`src/rtl/arb_pkg.sv`:
```
// Shared definitions for the burst-transfer front end of the round-robin
// arbiter: FSM state type, default sizing and the one-hot legality test.
package arb_pkg;

  typedef enum logic [1:0] {
    IDLE = 2'd0,
    XFER = 2'd1,
    GAP  = 2'd2
  } state_t;

  localparam int DEF_N         = 4;
  localparam int DEF_DW        = 8;
  localparam int DEF_BURST_LEN = 4;

  // True when exactly one bit of v is set (callers zero-extend to 32 bits).
  function automatic logic is_onehot(input logic [31:0] v);
    return (v != 32'd0) && ((v & (v - 32'd1)) == 32'd0);
  endfunction

endpackage

```
`src/rtl/onehot_to_idx.sv`:
```
// Converts a one-hot vector (the arbiter grant) to a binary index and flags
// whether the vector really is one-hot. idx is only meaningful when
// valid_onehot is high. Supports N in 2..32.
module onehot_to_idx
  import arb_pkg::*;
#(
  parameter int N = DEF_N
) (
  input  logic [N-1:0]         onehot,
  output logic [$clog2(N)-1:0] idx,
  output logic                 valid_onehot
);

  localparam int IW = $clog2(N);

  // OR together the indices of set bits; exact for a genuine one-hot input.
  always_comb begin
    // NOTE: every output gets a default before the loop so no path leaves it
    // unassigned, which would otherwise infer a latch.
    idx          = '0;
    valid_onehot = is_onehot(32'(onehot));
    for (int i = 0; i < N; i++) begin
      if (onehot[i]) idx = idx | IW'(i);
    end
  end

endmodule

```
`src/rtl/arb_burst_xfer.sv`:
```
// arb_burst_xfer: drives a round-robin arbiter's request vector, locks onto
// the granted requester and moves exactly BURST_LEN beats from it onto one
// shared valid/ready sink. Requests are withheld while a burst is in flight
// and for one GAP cycle after it, so the arbiter rotates only between bursts.
// Data path is purely combinational from state/owner and the inputs.
//
// Optional build macro ARB_BURST_XFER_GNT_CHECK_EN adds a sticky gnt_err
// output flagging multi-hot grants, or any grant outside IDLE.
module arb_burst_xfer
  import arb_pkg::*;
#(
  parameter  int N         = DEF_N,
  parameter  int DW        = DEF_DW,
  parameter  int BURST_LEN = DEF_BURST_LEN,
  localparam int IW        = $clog2(N)
) (
  input  logic            clk,
  input  logic            rst_n,
  input  logic [N-1:0]    src_valid,
  input  logic [N*DW-1:0] src_data,
  output logic [N-1:0]    src_ready,
  output logic [N-1:0]    arb_req,
  input  logic [N-1:0]    arb_gnt,
  output logic            m_valid,
  output logic [DW-1:0]   m_data,
  input  logic            m_ready,
  output logic [IW-1:0]   m_src,
  output logic            m_last,
  output logic            busy
`ifdef ARB_BURST_XFER_GNT_CHECK_EN
  ,
  output logic            gnt_err
`endif
);

  localparam logic [7:0] LAST_CNT = 8'(BURST_LEN - 1);

  state_t        state;
  logic [IW-1:0] owner;
  logic [7:0]    beat_cnt;

  logic [IW-1:0] gnt_idx;
  logic          gnt_onehot;
  logic          gnt_ok;
  logic          beat_fire;

  onehot_to_idx #(.N(N)) u_gnt_idx (
    .onehot       (arb_gnt),
    .idx          (gnt_idx),
    .valid_onehot (gnt_onehot)
  );

  // A grant counts only if it is one-hot and its requester is still asking.
  assign gnt_ok    = gnt_onehot && |(arb_gnt & src_valid);
  assign beat_fire = m_valid && m_ready;
  assign m_src     = owner;
  assign busy      = (state != IDLE);

  // Request/handshake steering. arb_req is also gated by rst_n so that every
  // output is low for the whole time reset is held, not just after an edge.
  always_comb begin
    arb_req   = '0;
    src_ready = '0;
    m_valid   = 1'b0;
    m_data    = '0;
    m_last    = 1'b0;
    if (rst_n && state == IDLE) arb_req = src_valid;
    if (state == XFER) begin
      m_last = (beat_cnt == LAST_CNT);
      for (int i = 0; i < N; i++) begin
        if (owner == IW'(i)) begin
          m_valid      = src_valid[i];
          m_data       = src_data[i*DW +: DW];
          src_ready[i] = m_ready;
        end
      end
    end
  end

  // Burst FSM: grant acceptance, beat counting, single-cycle GAP.
  always_ff @(posedge clk or negedge rst_n) begin
    // NOTE: sequential state uses non-blocking assignments so every register
    // sees pre-edge values regardless of statement order.
    if (!rst_n) begin
      state    <= IDLE;
      owner    <= '0;
      beat_cnt <= '0;
    end else begin
      case (state)
        IDLE: begin
          if (gnt_ok) begin
            owner    <= gnt_idx;
            beat_cnt <= '0;
            state    <= XFER;
          end
        end
        XFER: begin
          if (beat_fire) begin
            beat_cnt <= beat_cnt + 8'd1;
            if (m_last) state <= GAP;
          end
        end
        GAP:     state <= IDLE;
        default: state <= IDLE;
      endcase
    end
  end

`ifdef ARB_BURST_XFER_GNT_CHECK_EN
  // Sticky grant-protocol error: multi-hot anywhere, or any grant while busy.
  always_ff @(posedge clk or negedge rst_n) begin
    if (!rst_n) begin
      gnt_err <= 1'b0;
    end else if (((|arb_gnt) && !gnt_onehot) || ((state != IDLE) && (|arb_gnt))) begin
      gnt_err <= 1'b1;
    end
  end
`endif

endmodule

```
`config.mk`:
```
export PLATFORM = sky130hd
export DESIGN_NAME = arb_burst_xfer
export DESIGN_NICKNAME = d
export VERILOG_FILES = /design/src/rtl/arb_pkg.sv /design/src/rtl/onehot_to_idx.sv /design/src/rtl/arb_burst_xfer.sv
export SDC_FILE = /design/constraint.sdc
export NUM_CORES = 1
export LEC_CHECK = 0
export BUFFER_PORTS_ARGS = -buffer_cell sky130_fd_sc_hd__buf_2
export CORE_ASPECT_RATIO = 2
export CORE_MARGIN = 2
export CORE_UTILIZATION = 40
export CTS_BUF_LIST = sky130_fd_sc_hd__clkbuf_8 sky130_fd_sc_hd__clkbuf_16
export DETAILED_ROUTE_END_ITERATION = 10
export PLACE_DENSITY = 0.75
export SLEW_MARGIN = 20
export SYNTH_ARGS = -nofsm -noshare
export SYNTH_HDL_FRONTEND = slang
export SYNTH_SLANG_ARGS = --single-unit
```
`constraint.sdc`:
```
create_clock -name clk -period 2.65 [get_ports clk]
set_input_delay 0.265 -clock clk [delete_from_list [all_inputs] [get_ports clk]]
set_output_delay 0.265 -clock clk [all_outputs]
set_load 0.02 [all_outputs]
```
# == Word level (Yosys, flattened, before mapping) ==
# Cells that the tools add are included.
# word_totals
regBits,12
out_inout_bits,21
word_cells,56
# op_classes
add_sub_neg,2
eq_ne,8
muxes,27
n_bitwise,2
reduce_logical,14
# ops
op,n
8-bit 2-to-1 mux,7
4-bit by 32-bit AND with 32-bit output,1
32-bit zero test,1
8-bit one-hot mux with 2 select lines,1
1-bit 2-to-1 mux,11
2-bit 2-to-1 mux,5
8-bit by 1-bit adder with 8-bit output (second input constant),1
8-bit by 2-bit equality test with 1-bit output (second input constant),1
4-bit 2-to-1 mux,2
2-bit inequality test (second input constant),3
3-bit AND reduction,2
4-bit by 1-bit subtractor with 5-bit output (second input constant),1
4-bit AND,1
2-bit by 1-bit equality test with 1-bit output (second input constant),2
2-bit equality test (second input constant),2
1-bit logical AND,4
2-bit zero test,2
2-bit one-hot mux with 2 select lines,1
2-bit nonzero test,2
4-bit nonzero test,1
4-bit OR reduction,1
2-bit AND reduction,1

# == Logic depth before layout (Yosys ltp) ==
# logic_depth
ltp_word,9
mapped_depth,5
ltp_nobuf,5

# == Cells and area by module ==
# A second synthesis with hierarchy kept.
# hier_totals
cells_unflattened,102
hier_area_um2,1017.2
# modules_own_cells
mod,n_inst,cells_per_inst,area_each_um2,seq_area_each_um2
arb_burst_xfer,1,96,967.2,300.3
onehot_to_idx,1,6,50.0,0.0

# == Worst setup path before layout ==
# Ideal clock, no wire load.
# synth_timing
path_kind,reg-to-output
from,"register owner[0], in the netlist m_src[0]"
to,output port m_data[2]
arrival_ns,1.559
t_required_ns,2.385
slack_ns,0.826
stages_incl_launch_ff,5
cell_sequence,dfrtp_1 buf_6 buf_2 mux4_2 and2_1
# synth_between
elab_chain_cells,6
# synth_rtl
element,line,source
start: declaration,arb_burst_xfer.sv:39,logic [IW-1:0] owner;
start signal: assignment,arb_burst_xfer.sv:92,owner <= gnt_idx;
2-bit zero test,arb_burst_xfer.sv:71,if (owner == IW'(i)) begin
8-bit 2-to-1 mux (3 in a row),arb_burst_xfer.sv:71,
8-bit 2-to-1 mux *,arb_burst_xfer.sv:71,
8-bit 2-to-1 mux *,arb_burst_xfer.sv:68,if (state == XFER) begin
end: declaration,arb_burst_xfer.sv:25,"output logic [DW-1:0] m_data,"
# Mark *: on every way between the ends. The rest lies on a longest branch, timed or not.

# == Final worst setup path ==
# layout_timing
from,register beat_cnt[0]
to,output port m_last
# layout_between
elab_chain_cells,2
# layout_rtl
element,line,source
start: declaration,arb_burst_xfer.sv:40,logic [7:0] beat_cnt;
start signal: assignment,arb_burst_xfer.sv:99,beat_cnt <= beat_cnt + 8'd1;
8-bit by 2-bit equality test with 1-bit output,arb_burst_xfer.sv:69,m_last = (beat_cnt == LAST_CNT);
1-bit 2-to-1 mux,arb_burst_xfer.sv:68,
end: declaration,arb_burst_xfer.sv:28,"output logic m_last,"
# No other way between the ends.

==> results.cfg <==
[hold_path]
hp-class = input pin to flop

[setup_path]
cp-end-kind = output pin
critPathKind = flop to output pin
crit_slowest_cell = or4b_1
arrival_ns = 2.02
startpoint_type = flop
max_stage_delay_ns = 0.46
path_max_fanout = 5
crit_chain = ha_1, or4b_1, nor4_1, and2_1, buf_2
crit_required_ns = 2.38

[route]
drtIter0Drc = 32
vias = 1100
ant_nets = 0
route.detailed.wl_per_inst_um = 15.5
drt-pass1-iter-count = 4
drc = 0
wirelength_um = 3040
via_per_inst = 5.61

[timing]
maxSlewHeadroom = 0.485
fin_setup_tns_ns = 0
timing.final.hold_violations = 0
min_period_ns = 2.28
rsz0062_at_grt = false
hold_ws_ns = 0.351
tightest_slew_ns = 0.771
drv_slew = 0
post-route-period-util = 0.861
setup_viol_count_final = 0
fmax_mhz = 438
finClkSkew_ns = 0.000763
setup_slack_ns = 0.367

[final_layout]
fin_nets = 214
stdcell_area_um2 = 1410
post-route-util = 0.562
drive_gt1_frac = 0.482
num_antenna_cells = 0
areaGrowthSynthToFinish_pct = 35.5

[place]
place.gp.congestion = 0.851
dpl_cell_area_um2 = 1360
hpwlAfterDp_um = 2510
pre_cts_slack_ns = 0.630
port_buffers = 63

[clock_tree]
cts_sinks = 12
clock_latency_ns = 0.24
clock-root-buffer = clkbuf_8
path_clk_slew_ns = 0.05
htreeDepth = 1
clock_path_buffers = 2
cts_tree = built
cts_buffers = 3
postCtsSetupRepairBufs = 0
cts_hold_buf = 1
cts.repair.resized = 0

[synth]
synth_top_area_frac = 0.289
yosys.area.top_type = dfrtp_1
ys_seq_elements = 12
synthTopCellsByArea = dfrtp_1 (29%), mux4_2 (19%), and2_1 (6.0%)
yosys_warnings = 0
ys_types = 40
ys_seq_area_frac = 0.289
synth.avg_cell_area_um2 = 9.72
synth.net_count = 151
netlist_instances = 107
syn_area_um2 = 1040

[global_route]
grt_pass1_vias = 1114
grt_overflow = 0
antenna_found_initial = 0
grt_usage = 0.218
grt_max_degree = 17
grt_pass1_wl_um = 4740

[power]
ir_drop_mv = 0.270
p_per_area_nw_per_um2 = 426
p_leak_nw = 0.710

[floorplan]
die-area_um2 = 3050
dieHeight_um = 76.1
core_area_um2 = 2500
initial_core_util = 0.415
num_rows = 26
io_pins = 64
die_x_um = 40.1

[run_status]
status = complete, no violations

[run]
drv_cap = 0
[placed cells by master, fill, tap and decap left out, types with 2 or more instances in the layout]
cell type / Yosys / layout
dfrtp_1: 12 / 12
mux4_2: 9 / 9
o21ai_0: 2 / 2
nor2_1: 8 / 8
xor2_1: 2 / 2
o21ai_1: 6 / 6
nand2_1: 5 / 5
nor4b_1: 2 / 2
inv_1: 5 / 5
and2_1: 10 / 10
a31oi_1: 2 / 2
and3_1: 6 / 6
a22o_1: 2 / 2
buf_2: 2 / 63
nand3_1: 5 / 5
clkbuf_8: 0 / 3
o31ai_1: 2 / 2
o31a_1: 2 / 2
[Yosys cell counts]
cell      instances
mux2i_1           1
or4_4             1
and3b_1           1
or4b_1            1
nand2_1           5
o31a_1            2
or2_1             1
and4_4            1
o211ai_1          1
a22o_1            2
ha_1              1
and4_1            1
nand2_2           1
nor2b_1           1
nor4_1            1
xor2_1            2
mux4_2            9
nor2_1            8
nand4_1           1
inv_1             5
nor4b_1           2
and2_1           10
nand3_1           5
nor3_2            1
o31ai_1           2
nor3b_1           1
nor3_1            1
a211oi_1          1
buf_6             1
a21oi_1           1
o211ai_2          1
clkbuf_1          3
a31oi_1           2
buf_2             2
and3_1            6
o21ai_0           2
o21ai_1           6
nand2b_1          1
and2_4            1
dfrtp_1          12
[flip-flops by register name, indices dropped and copies added (netlist names)]
name and cells:
m_src 2, beat_cnt 8, state 2
[path summary, 6_finish.rpt]
kind	endpoint	slack, ns	depth (start not counted)	from
worst min register to register	beat_cnt[0]	0.51	1	beat_cnt[0]
worst max-delay path	m_last	0.37	5	beat_cnt[0]
worst max register to register	beat_cnt[0]	0.65	4	m_src[0]
min in group asynchronous	m_src[0]	0.45	2	rst_n
max in group asynchronous	beat_cnt[4]	1.95	2	rst_n
worst min-delay path	m_src[1]	0.35	3	arb_gnt[2]
[layout make-up]
type	instances	area, um2
clock buffers	3	41.3
repair buffers	64	325
multi-input cells	84	688
flip-flops and latches	12	300
inverters	5	18.8
well taps	28	35.0
fillers	230	1100
[per-layer routing]
layer / part of all wire / global-route usage
met4: 0.036 / 0.121
met5: 0 / 0
met3: 0.060 / 0.0321
met1: 0.34 / 0.194
met2: 0.56 / 0.402
[per-stage QoR]
| stage | power, mW | std cells |
|---|---|---|
| 2_1_floorplan | 0.363 | 107 |
| 3_3_place_gp | 0.425 | 192 |
| 3_5_place_dp | 0.434 | 192 |
| 4_1_cts | 0.600 | 196 |
| 5_1_grt | 0.637 | 196 |
| 6_report | 0.600 | 196 |
[where the power goes]
group          internal (mW)  leakage (nW)  total (mW)  switching [mW]
Combinational         0.0945         0.553       0.186          0.0913
Clock                  0.100        0.0216       0.165          0.0648
Sequential             0.214         0.136       0.249          0.0350
Total                  0.408         0.710       0.600           0.191
[critical path: cells and delay by family (launching register included)]
family	cells	cell delay (ns)
and+or+nand+nor	3	0.98
DFF	1	0.38
adders and majority gates	1	0.26
buffers and inverters	1	0.16
[cells by family after synthesis]
| group | Yosys count | synth area share |
|---|---|---|
| compound gates | 20 | 0.130 |
| buf+inv | 11 | 0.0493 |
| simple gates | 51 | 0.298 |
| mux | 10 | 0.205 |
| flops | 12 | 0.289 |
| fa+ha+maj | 1 | 0.0120 |
| xor+xnor | 2 | 0.0169 |
Power figures use the tool's default switching activity.
